===== src/rtl/vram_arb_if.sv =====
// Bus bundle for the VRAM arbiter: video scan-out, register port, blitter port
// and the single-port VRAM command/return path.
interface vram_arb_if #(
  parameter int ADDR_W = 16,
  parameter int DATA_W = 16
);
  logic              vid_sel_i;
  logic [ADDR_W-1:0] vid_addr_i;
  logic [DATA_W-1:0] vid_data_o;

  logic              regs_req_i;
  logic              regs_wr_i;
  logic [ADDR_W-1:0] regs_addr_i;
  logic [DATA_W-1:0] regs_data_i;
  logic              regs_ack_o;
  logic              regs_rd_valid_o;
  logic [DATA_W-1:0] regs_data_o;

  logic              blit_req_i;
  logic              blit_wr_i;
  logic [ADDR_W-1:0] blit_addr_i;
  logic [DATA_W-1:0] blit_data_i;
  logic              blit_ack_o;
  logic              blit_rd_valid_o;
  logic [DATA_W-1:0] blit_data_o;

  logic              vram_sel_o;
  logic              vram_wr_o;
  logic [ADDR_W-1:0] vram_addr_o;
  logic [DATA_W-1:0] vram_data_o;
  logic [DATA_W-1:0] vram_data_i;

  // Arbiter side.
  modport slave (
    input  vid_sel_i, vid_addr_i,
    input  regs_req_i, regs_wr_i, regs_addr_i, regs_data_i,
    input  blit_req_i, blit_wr_i, blit_addr_i, blit_data_i,
    input  vram_data_i,
    output vid_data_o,
    output regs_ack_o, regs_rd_valid_o, regs_data_o,
    output blit_ack_o, blit_rd_valid_o, blit_data_o,
    output vram_sel_o, vram_wr_o, vram_addr_o, vram_data_o
  );

  // Requester / memory side.
  modport master (
    output vid_sel_i, vid_addr_i,
    output regs_req_i, regs_wr_i, regs_addr_i, regs_data_i,
    output blit_req_i, blit_wr_i, blit_addr_i, blit_data_i,
    output vram_data_i,
    input  vid_data_o,
    input  regs_ack_o, regs_rd_valid_o, regs_data_o,
    input  blit_ack_o, blit_rd_valid_o, blit_data_o,
    input  vram_sel_o, vram_wr_o, vram_addr_o, vram_data_o
  );
endinterface


===== src/rtl/vram_arb.sv =====
// Single-port VRAM arbiter: video reads have absolute priority, regs and blit
// share the remaining cycles round-robin; read data returns two cycles after issue.
module vram_arb #(
  parameter int ADDR_W = 16,
  parameter int DATA_W = 16
) (
  input logic       clk,
  input logic       reset_n_i,
  vram_arb_if.slave bus
);

  typedef enum logic [1:0] {OWN_NONE, OWN_VID, OWN_REGS, OWN_BLIT} owner_e;
  typedef enum logic {RR_REGS, RR_BLIT} rr_e;

  rr_e               rr_q, rr_d;
  owner_e            issue_d;
  owner_e            tag0_q, tag0_d;
  owner_e            tag1_q, tag1_d;
  logic              regs_elig, blit_elig;

  logic              sel_q, sel_d;
  logic              wr_q, wr_d;
  logic [ADDR_W-1:0] addr_q, addr_d;
  logic [DATA_W-1:0] wdata_q, wdata_d;
  logic              regs_ack_q, regs_ack_d;
  logic              blit_ack_q, blit_ack_d;

  logic              regs_rv_q, regs_rv_d;
  logic              blit_rv_q, blit_rv_d;
  logic [DATA_W-1:0] vid_data_q, vid_data_d;
  logic [DATA_W-1:0] regs_data_q, regs_data_d;
  logic [DATA_W-1:0] blit_data_q, blit_data_d;

  // A port acked this cycle is still holding req; it must not win the next edge.
  assign regs_elig = bus.regs_req_i && !regs_ack_q;
  assign blit_elig = bus.blit_req_i && !blit_ack_q;

  // NOTE: every signal written in a combinational block gets a default first,
  // so no path leaves it unassigned and no latch is inferred.
  always_comb begin
    rr_d    = rr_q;
    issue_d = OWN_NONE;
    if (bus.vid_sel_i) begin
      issue_d = OWN_VID;
    end else if (regs_elig && (!blit_elig || rr_q == RR_REGS)) begin
      issue_d = OWN_REGS;
      rr_d    = RR_BLIT;
    end else if (blit_elig) begin
      issue_d = OWN_BLIT;
      rr_d    = RR_REGS;
    end
  end

  always_comb begin
    sel_d      = 1'b0;
    wr_d       = 1'b0;
    addr_d     = addr_q;
    wdata_d    = wdata_q;
    regs_ack_d = 1'b0;
    blit_ack_d = 1'b0;
    unique case (issue_d)
      OWN_VID: begin
        sel_d  = 1'b1;
        addr_d = bus.vid_addr_i;
      end
      OWN_REGS: begin
        sel_d      = 1'b1;
        wr_d       = bus.regs_wr_i;
        addr_d     = bus.regs_addr_i;
        regs_ack_d = 1'b1;
        if (bus.regs_wr_i) wdata_d = bus.regs_data_i;
      end
      OWN_BLIT: begin
        sel_d      = 1'b1;
        wr_d       = bus.blit_wr_i;
        addr_d     = bus.blit_addr_i;
        blit_ack_d = 1'b1;
        if (bus.blit_wr_i) wdata_d = bus.blit_data_i;
      end
      default: ;
    endcase
  end

  // tag0 names the owner of the read being issued, tag1 the owner of the read
  // whose data is on vram_data_i right now; writes carry no tag.
  assign tag0_d = wr_d ? OWN_NONE : issue_d;
  assign tag1_d = tag0_q;

  always_comb begin
    vid_data_d  = vid_data_q;
    regs_data_d = regs_data_q;
    blit_data_d = blit_data_q;
    regs_rv_d   = 1'b0;
    blit_rv_d   = 1'b0;
    unique case (tag1_q)
      OWN_VID:  vid_data_d = bus.vram_data_i;
      OWN_REGS: begin
        regs_data_d = bus.vram_data_i;
        regs_rv_d   = 1'b1;
      end
      OWN_BLIT: begin
        blit_data_d = bus.vram_data_i;
        blit_rv_d   = 1'b1;
      end
      default: ;
    endcase
  end

  // NOTE: sequential state uses non-blocking assignments so every flop samples
  // pre-edge values regardless of statement order.
  always_ff @(posedge clk) begin
    if (!reset_n_i) begin
      rr_q        <= RR_REGS;
      tag0_q      <= OWN_NONE;
      tag1_q      <= OWN_NONE;
      sel_q       <= 1'b0;
      wr_q        <= 1'b0;
      addr_q      <= '0;
      wdata_q     <= '0;
      regs_ack_q  <= 1'b0;
      blit_ack_q  <= 1'b0;
      regs_rv_q   <= 1'b0;
      blit_rv_q   <= 1'b0;
      // NOTE: the read-data holding registers are reset as well, because every
      // output must read 0 in the cycle after reset.
      vid_data_q  <= '0;
      regs_data_q <= '0;
      blit_data_q <= '0;
    end else begin
      rr_q        <= rr_d;
      tag0_q      <= tag0_d;
      tag1_q      <= tag1_d;
      sel_q       <= sel_d;
      wr_q        <= wr_d;
      addr_q      <= addr_d;
      wdata_q     <= wdata_d;
      regs_ack_q  <= regs_ack_d;
      blit_ack_q  <= blit_ack_d;
      regs_rv_q   <= regs_rv_d;
      blit_rv_q   <= blit_rv_d;
      vid_data_q  <= vid_data_d;
      regs_data_q <= regs_data_d;
      blit_data_q <= blit_data_d;
    end
  end

  assign bus.vram_sel_o      = sel_q;
  assign bus.vram_wr_o       = wr_q;
  assign bus.vram_addr_o     = addr_q;
  assign bus.vram_data_o     = wdata_q;
  assign bus.regs_ack_o      = regs_ack_q;
  assign bus.blit_ack_o      = blit_ack_q;
  assign bus.regs_rd_valid_o = regs_rv_q;
  assign bus.blit_rd_valid_o = blit_rv_q;
  assign bus.vid_data_o      = vid_data_q;
  assign bus.regs_data_o     = regs_data_q;
  assign bus.blit_data_o     = blit_data_q;

endmodule

===== src/flat_wrapper.sv =====
// flat-port wrapper written by rule: the top's interface ports become plain ports
module vram_arb_flat 
#(
  parameter int ADDR_W = 16,
  parameter int DATA_W = 16
)
  (clk, reset_n_i, bus_vid_sel_i, bus_vid_addr_i, bus_regs_req_i, bus_regs_wr_i, bus_regs_addr_i, bus_regs_data_i, bus_blit_req_i, bus_blit_wr_i, bus_blit_addr_i, bus_blit_data_i, bus_vram_data_i, bus_vid_data_o, bus_regs_ack_o, bus_regs_rd_valid_o, bus_regs_data_o, bus_blit_ack_o, bus_blit_rd_valid_o, bus_blit_data_o, bus_vram_sel_o, bus_vram_wr_o, bus_vram_addr_o, bus_vram_data_o);
  vram_arb_if #(.ADDR_W(ADDR_W), .DATA_W(DATA_W)) bus_i ();
  input logic clk;
  input logic reset_n_i;
  input wire logic [$bits(bus_i.vid_sel_i)-1:0] bus_vid_sel_i;
  input wire logic [$bits(bus_i.vid_addr_i)-1:0] bus_vid_addr_i;
  input wire logic [$bits(bus_i.regs_req_i)-1:0] bus_regs_req_i;
  input wire logic [$bits(bus_i.regs_wr_i)-1:0] bus_regs_wr_i;
  input wire logic [$bits(bus_i.regs_addr_i)-1:0] bus_regs_addr_i;
  input wire logic [$bits(bus_i.regs_data_i)-1:0] bus_regs_data_i;
  input wire logic [$bits(bus_i.blit_req_i)-1:0] bus_blit_req_i;
  input wire logic [$bits(bus_i.blit_wr_i)-1:0] bus_blit_wr_i;
  input wire logic [$bits(bus_i.blit_addr_i)-1:0] bus_blit_addr_i;
  input wire logic [$bits(bus_i.blit_data_i)-1:0] bus_blit_data_i;
  input wire logic [$bits(bus_i.vram_data_i)-1:0] bus_vram_data_i;
  output wire logic [$bits(bus_i.vid_data_o)-1:0] bus_vid_data_o;
  output wire logic [$bits(bus_i.regs_ack_o)-1:0] bus_regs_ack_o;
  output wire logic [$bits(bus_i.regs_rd_valid_o)-1:0] bus_regs_rd_valid_o;
  output wire logic [$bits(bus_i.regs_data_o)-1:0] bus_regs_data_o;
  output wire logic [$bits(bus_i.blit_ack_o)-1:0] bus_blit_ack_o;
  output wire logic [$bits(bus_i.blit_rd_valid_o)-1:0] bus_blit_rd_valid_o;
  output wire logic [$bits(bus_i.blit_data_o)-1:0] bus_blit_data_o;
  output wire logic [$bits(bus_i.vram_sel_o)-1:0] bus_vram_sel_o;
  output wire logic [$bits(bus_i.vram_wr_o)-1:0] bus_vram_wr_o;
  output wire logic [$bits(bus_i.vram_addr_o)-1:0] bus_vram_addr_o;
  output wire logic [$bits(bus_i.vram_data_o)-1:0] bus_vram_data_o;
  assign bus_i.vid_sel_i = bus_vid_sel_i;
  assign bus_i.vid_addr_i = bus_vid_addr_i;
  assign bus_i.regs_req_i = bus_regs_req_i;
  assign bus_i.regs_wr_i = bus_regs_wr_i;
  assign bus_i.regs_addr_i = bus_regs_addr_i;
  assign bus_i.regs_data_i = bus_regs_data_i;
  assign bus_i.blit_req_i = bus_blit_req_i;
  assign bus_i.blit_wr_i = bus_blit_wr_i;
  assign bus_i.blit_addr_i = bus_blit_addr_i;
  assign bus_i.blit_data_i = bus_blit_data_i;
  assign bus_i.vram_data_i = bus_vram_data_i;
  assign bus_vid_data_o = bus_i.vid_data_o;
  assign bus_regs_ack_o = bus_i.regs_ack_o;
  assign bus_regs_rd_valid_o = bus_i.regs_rd_valid_o;
  assign bus_regs_data_o = bus_i.regs_data_o;
  assign bus_blit_ack_o = bus_i.blit_ack_o;
  assign bus_blit_rd_valid_o = bus_i.blit_rd_valid_o;
  assign bus_blit_data_o = bus_i.blit_data_o;
  assign bus_vram_sel_o = bus_i.vram_sel_o;
  assign bus_vram_wr_o = bus_i.vram_wr_o;
  assign bus_vram_addr_o = bus_i.vram_addr_o;
  assign bus_vram_data_o = bus_i.vram_data_o;
  vram_arb #(.ADDR_W(ADDR_W), .DATA_W(DATA_W)) u_core (.clk(clk), .reset_n_i(reset_n_i), .bus(bus_i));
endmodule

===== config.mk =====
export PLATFORM = sky130hd
export DESIGN_NAME = vram_arb_flat
export DESIGN_NICKNAME = d
export VERILOG_FILES = /design/src/rtl/vram_arb_if.sv /design/src/rtl/vram_arb.sv /design/src/flat_wrapper.sv
export SDC_FILE = /design/constraint.sdc
export NUM_CORES = 1
export LEC_CHECK = 0
export ABC_AREA = 1
export ABC_CLOCK_PERIOD_IN_PS = 1500
export CAP_MARGIN = 25
export CORE_MARGIN = 2
export CORE_UTILIZATION = 40
export DETAILED_ROUTE_END_ITERATION = 10
export MAX_ROUTING_LAYER = met4
export PLACE_DENSITY = 0.84
export RECOVER_POWER = 25
export SLEW_MARGIN = 25
export SYNTH_ARGS = -nofsm -noshare
export SYNTH_HDL_FRONTEND = slang
export SYNTH_SLANG_ARGS = --single-unit

===== constraint.sdc =====
create_clock -name clk -period 1.5 [get_ports clk]
set_input_delay 0.375 -clock clk [delete_from_list [all_inputs] [get_ports clk]]
set_output_delay 0.375 -clock clk [all_outputs]
set_load 0.1 [all_outputs]

==> metrics, run 1 <==
status=complete, no violations; Tcrit/Tclk final=94.8%; Antenna Diode Count=0; fin crit period=1.42 ns; Die H=102 µm; Worst-Margin Slew=0.700 ns; fmax=703 MHz; post-CTS sizing=0; Setup-failing EPs final=0; worst hold path class=in -> reg; Clock Tree Buf Depth=2; core area=0.00924 mm²; EDFF count, synth=0; fin area=0.00706 mm²; cell taking the most area after synthesis=dfxtp_1; Die Wd=102 µm; H-tree levels=3; share of the synthesized area in the top cell type=47.9%; most common cell in the netlist=nor2_1; worst endpoint required time=1.73 ns; Clock Skews=0.00971 ns; WP data arrival=1.65 ns; ys flop type=dfxtp_1; worst path bufs/invs=3; Worst Setup End Kind=flop; global placement routability congestion=0.905; first-pass GRT wire length=20.8 mm; Yosys Warn Count=0; clock sink count=91; CTS tree=built; clock-pin slew on the worst setup and hold paths=0.09 ns; critical path launch point=bus_vid_sel_i; cell area power density=937 mW/mm²; Mapped Area=0.00380 mm²; Unique masters post-synth=25; GRT overflow=0; final count of hold timing violations=0; maxcap violations=0; Hold Buf Count CTS=0; Area Overhead vs Synth=85.8%; crit-path cells=clkdlybuf4s50_1 > inv_4 > nand3_1 > buf_12 > nand2_1 > a21oi_1 > a21oi_1; final net count=799; Starting Density=41.2%; top cells by count, synth=nor2_1 (102), dfxtp_1 (91), nand2_1 (88); slowest CP cell=clkdlybuf4s50_1; critical path class=in -> reg; Peak VDD IR=579 µV; crit-path max cell delay=0.52 ns; number of buffers added on ports=188; count of non-filler cells in the finished layout=830; IO Count=189; total number of vias=4,376; initial antenna violation count=0; clk_lat worst skew=0.35 ns; share of layout cells above drive strength 1=20.5%; drt total wl=13.3 mm; drt first-iter violations=197; FFs w/ async S/R, synth=0%; Final ANT Viol Nets=0; DR pass1 iterations=6; type of origin of the critical path=primary input; Post-DP Area=0.00679 mm²; vias in the first global route=4,340; wire per inst=16.1 µm; RSZ-0062 raised after global routing=no; Rel. slew slack=53.3%; Mapped Nets=609; Gate Count Post-Synth=506; die area=0.0103 mm²; number of setup buffers added after CTS=0; R2R Path Start=u_core.bus.blit_ack_o; DP HPWL=10.1 mm; Crit path top cell by count=a21oi_1; CP delay by family, top=buffers and inverters; top cells by area, synth=dfxtp_1 (48%), nor2_1 (10%), nand2_1 (8.7%); Slew Limit Fails=0; flops & latches, synth=91; hold wc startpoint=reset_n_i; CTS Root Buffer Type=clkbuf_8; DP Cell Count=812; register area share after synthesis=47.9%; Row Count=35; Crit Path Max Fanout=33; Avg Cell Area, Syn=7.51 µm²; CTS buffer count=9; DR vias/cell=5.27; Fillers=588; leakage power=3.00 nW; pin count of the biggest net entering global routing=51; Residual DRC=0; Tot GR Track Use=26.1%
==> where the power goes <==
part           total (mW)  internal, mW  switching (mW)
combinational        2.16         0.858            1.30
sequential           2.67          2.54           0.136
clock                1.78         0.824           0.957
total                6.62          4.22            2.40
==> routing by layer <==
layer	wire, µm	up-vias	share of wire (%)	global-route usage (%)
li1	-	2089	-	-
met1	5120	2011	38	30.0
met2	7070	261	53	47.5
met3	1040	15	7.8	4.21
met4	114	0	0.86	5.72
met5	0	-	0	-
==> layout make-up <==
cell class                 count  area, µm²  share of cell area, %
timing repair buffer         215       3050                   43.2
sequential                    91       1830                   25.9
multi-input combinational    365       1750                   24.8
tap                          129        161                   2.28
clock buffer                   9        124                   1.75
clock inverter                 7       92.6                   1.31
inverter                      14       56.3                  0.797
==> through the flow <==
stage / worst slack [ns] / util [%] / TNS [ns] / hold WS [ns] / power (mW)
2_1_floorplan: 0.0645 / - / 0 / 0.390 / 3.88
3_3_place_gp: -0.261 / 73.5 / -8.79 / 0.410 / 4.81
3_5_place_dp: -0.349 / 73.5 / -10.96 / 0.414 / 4.87
4_1_cts: 0.0310 / 75.8 / 0 / 0.399 / 6.62
5_1_grt: 0.0342 / 76.5 / 0 / 0.404 / 6.86
6_report: 0.0774 / 76.5 / 0 / 0.419 / 6.62
==> final timing paths <==
check | end | slack, ns | cells past startpoint
min reg2reg | u_core.tag1_q[1] | 0.43 | 2
min | u_core.bus.vram_addr_o[12] | 0.42 | 3
max reg2reg | u_core.bus.vram_data_o[5] | 0.13 | 9
max | u_core.bus.vram_addr_o[1] | 0.08 | 7
==> registers in the layout (all words and copies together) (netlist names) <==
signal,cells
u_core.bus.regs_data_o,16
u_core.bus.vram_wr_o,1
u_core.bus.vram_addr_o,16
u_core.bus.blit_rd_valid_o,1
u_core.bus.blit_data_o,16
u_core.bus.vram_data_o,16
u_core.bus.vram_sel_o,1
u_core.rr_q,1
u_core.bus.vid_data_o,16
u_core.tag1_q,2
u_core.bus.blit_ack_o,1
u_core.tag0_q,2
u_core.bus.regs_rd_valid_o,1
u_core.bus.regs_ack_o,1
==> cell usage in the layout, fill, tap and decap left out <==
master,instances
inv_1,9
buf_2,1
inv_2,2
nor2_1,103
bufinv_16,1
o21ai_1,1
nand4_4,2
dfxtp_4,2
dfxtp_1,89
nand2_1,87
clkdlybuf4s50_1,99
clkbuf_16,2
nor2_8,1
dlymetal6s2s_1,2
clkbuf_2,2
clkinv_4,2
nand4_1,48
buf_6,1
o21ai_0,64
clkbuf_8,9
inv_8,4
nand2_4,1
nor2_4,1
clkinv_1,1
clkinv_2,1
a21oi_1,35
clkbuf_1,1
nand3_1,18
nand3_4,2
nand2_2,1
buf_12,92
nand2_8,1
inv_4,1
buf_4,15
==> worst register-to-register path: cells and delay by family, from the launching register on <==
family	cells	cell delay (ns)
buffers and inverters	2	0.24
flip-flops	1	0.37
AND/OR/NAND/NOR	7	0.65
==> logic make-up after synthesis <==
kind of cell / after synthesis / share of synthesized area [%]
and+or+nand+nor: 265 / 32.7
AOI/OAI and AO/OA: 100 / 13.2
DFF: 91 / 47.9
buffers and inverters: 50 / 6.25
(Power assumes the default switching activity.)
==> run 2, diff against run 1 <==
--- a/config.mk
+++ b/config.mk
@@ -14,6 +14,7 @@
 export MAX_ROUTING_LAYER = met4
 export PLACE_DENSITY = 0.84
 export RECOVER_POWER = 25
+export REMOVE_ABC_BUFFERS = 1
 export SLEW_MARGIN = 25
 export SYNTH_ARGS = -nofsm -noshare
 export SYNTH_HDL_FRONTEND = slang
==> run 2 against run 1 <==
Clock-buffer cell count is the same. First-iteration DRC count decreased by 22%. Register-to-register slack got worse by 0.02 ns. Fmax decreased by 2.0%. Clock skew increased by 0.0045 ns. Critical path depth shrank 6. Global-route usage grew 0.074 points. Final cell count shrank 0.24%. Critical path type is now reg -> out. Largest power group unchanged. Highest routed layer unchanged.
==> metrics, run 2 (synthesis gave the netlist of run 1 again) <==
Clock Skews=0.0142 ns; sequential share of power=41.6%; Worst R2R End=u_core.bus.vram_data_o[2]; Rel. slew slack=61.6%; footprint of the multi-input gates=0.00174 mm²; Switching Share=37.2%; Comb pwr share=33.3%; crit-path max cell delay=0.51 ns; IO Count=189; clock-pin slew on the worst setup and hold paths=0.09 ns; Peak VDD IR=469 µV; Tot GR Track Use=26.2%; total number of vias=4,327; R2R Path Start=u_core.bus.regs_ack_o; cell area power density=922 mW/mm²; Final ANT Viol Nets=0; maxcap violations=0; Tcrit/Tclk final=96.8%; number of setup buffers added after CTS=0; fmax=689 MHz; commonest non-fill, non-tap cell in the layout=nor2_1; Fillers=612; leakage power=2.93 nW; final net count=797; Internal=4.03 mW; core area=0.00924 mm²; Antenna Diode Count=0; count of non-filler cells in the finished layout=828; die area=0.0103 mm²; Worst-Margin Slew=0.576 ns; wire per inst=15.7 µm; clock power share=25.0%; Worst Setup End Kind=primary output; worst endpoint required time=1.12 ns; number of buffers added on ports=188; H-tree levels=3; initial antenna violation count=0; commonest non-fill, non-tap cells in the layout=nor2_1 (103), clkdlybuf4s50_1 (99), buf_12 (92); Row Count=35; status=complete, no violations; Starting Density=41.2%; critical path class=reg -> out; slowest CP cell=dfxtp_1; vias in the first global route=4,282; DR pass1 iterations=4; CTS tree=built; hold wc startpoint=u_core.tag0_q[1]; reg2reg path depth=8; CTS buffer count=9; global placement routability congestion=0.840; Slew Limit Fails=0; Hold Crit Depth=2; Setup-failing EPs final=0; CP delay by family, top=flip-flops; type of origin of the critical path=flop; setup TNS=0 ns; Hold EP=u_core.tag1_q[1]; worst path bufs/invs=1; Area Overhead vs Synth=83.3%; drt total wl=13.0 mm; WP data arrival=1.08 ns; first-pass GRT wire length=20.7 mm; pin count of the biggest net entering global routing=69; clock sink count=91; DP Cell Count=812; DR vias/cell=5.23; clk_lat worst skew=0.35 ns; Sequential Area=0.00182 mm²; Residual DRC=0; Clock Tree Buf Depth=2; share of layout cells above drive strength 1=19.7%; worst hold path class=reg -> reg; DP HPWL=10.0 mm; CTS Root Buffer Type=clkbuf_8; Switch Pwr=2.39 mW; FF-to-FF setup slack=0.11 ns; Crit Path Max Fanout=3; GRT overflow=0; Die H=102 µm; Min Hold Slack=0.420 ns; RSZ-0062 raised after global routing=no; Die Wd=102 µm; final count of hold timing violations=0; drt first-iter violations=153; fin crit period=1.45 ns; crit-path cells=buf_12
[run 2: per-stage QoR]
| step | cell area [µm²] | util [%] | worst slack (ns) | power [mW] |
|---|---|---|---|---|
| after global routing | 6970 | 75.4 | 0.00650 | 6.67 |
| after global placement | 6780 | 73.4 | -0.346 | 4.83 |
| after detailed placement | 6780 | 73.4 | -0.402 | 4.87 |
| after CTS | 6970 | 75.5 | 0.00692 | 6.44 |
| final | 6970 | 75.4 | 0.0484 | 6.43 |
| after floorplan | 3620 | - | -0.702 | 3.81 |
[run 2: layout make-up]
type                       instances  area share, %
clock buffer                       9           1.78
sequential                        91           26.1
timing repair buffer             213           43.0
inverter                          14          0.808
clock inverter                     7          0.988
multi-input combinational        365           25.0
tap                              129           2.32
[run 2: worst min-delay path: stages, from the launching register on]
cell,delay [ns]
dfxtp_1,0.31
nand2_1,0.05
inv_1,0.03
[run 2: metal layers]
metal / routed length, µm / share of wire, % / vias to the layer above / global-route usage, %
li1: - / - / 2083 / -
met1: 5210 / 40 / 1993 / 30.2
met2: 6580 / 51 / 232 / 44.7
met3: 1000 / 7.7 / 19 / 5.11
met4: 232 / 1.8 / 0 / 10.1
met5: 0 / 0 / - / -
[run 2: timing repair]
item / CTS / global route
endpoints found under the setup margin: 5 / 16
gates resized for setup: 1 / 1
pin swaps: 1 / 0
hold buffers: 0 / 0
[run 2: power groups by stage]
stage                     combinational (mW)  clock (mW)  sequential, mW
after floorplan                        0.327           0            3.48
after global placement                  2.11           0            2.72
after detailed placement                2.14           0            2.73
after CTS                               2.15        1.62            2.67
after global routing                    2.24        1.75            2.69
final                                   2.14        1.61            2.67
[run 2: worst max-delay path by stage]
| stage | start | slack, ns | end | cells past startpoint |
|---|---|---|---|---|
| 2_1_floorplan | u_core.bus.blit_ack_o | -0.70 | u_core.bus.vram_addr_o[0] | 5 |
| 3_3_place_gp | bus_regs_req_i | -0.35 | u_core.bus.vram_data_o[12] | 10 |
| 3_5_place_dp | bus_regs_req_i | -0.40 | u_core.bus.vram_data_o[2] | 10 |
| 4_1_cts | bus_blit_req_i | 0.007 | u_core.bus.vram_data_o[2] | 9 |
| 5_1_grt | u_core.bus.blit_ack_o | 0.007 | u_core.rr_q | 6 |
| 6_report | u_core.bus.regs_ack_o | 0.05 | bus_regs_ack_o | 1 |
==> run 3, diff against run 2 <==
--- a/config.mk
+++ b/config.mk
@@ -7,7 +7,7 @@
 export LEC_CHECK = 0
 export ABC_AREA = 1
 export ABC_CLOCK_PERIOD_IN_PS = 1500
-export CAP_MARGIN = 25
+export CAP_MARGIN = 20
 export CORE_MARGIN = 2
 export CORE_UTILIZATION = 40
 export DETAILED_ROUTE_END_ITERATION = 10
==> results of run 3 <==
No change in the layout: final DEF, timing and power equal those of run 2.
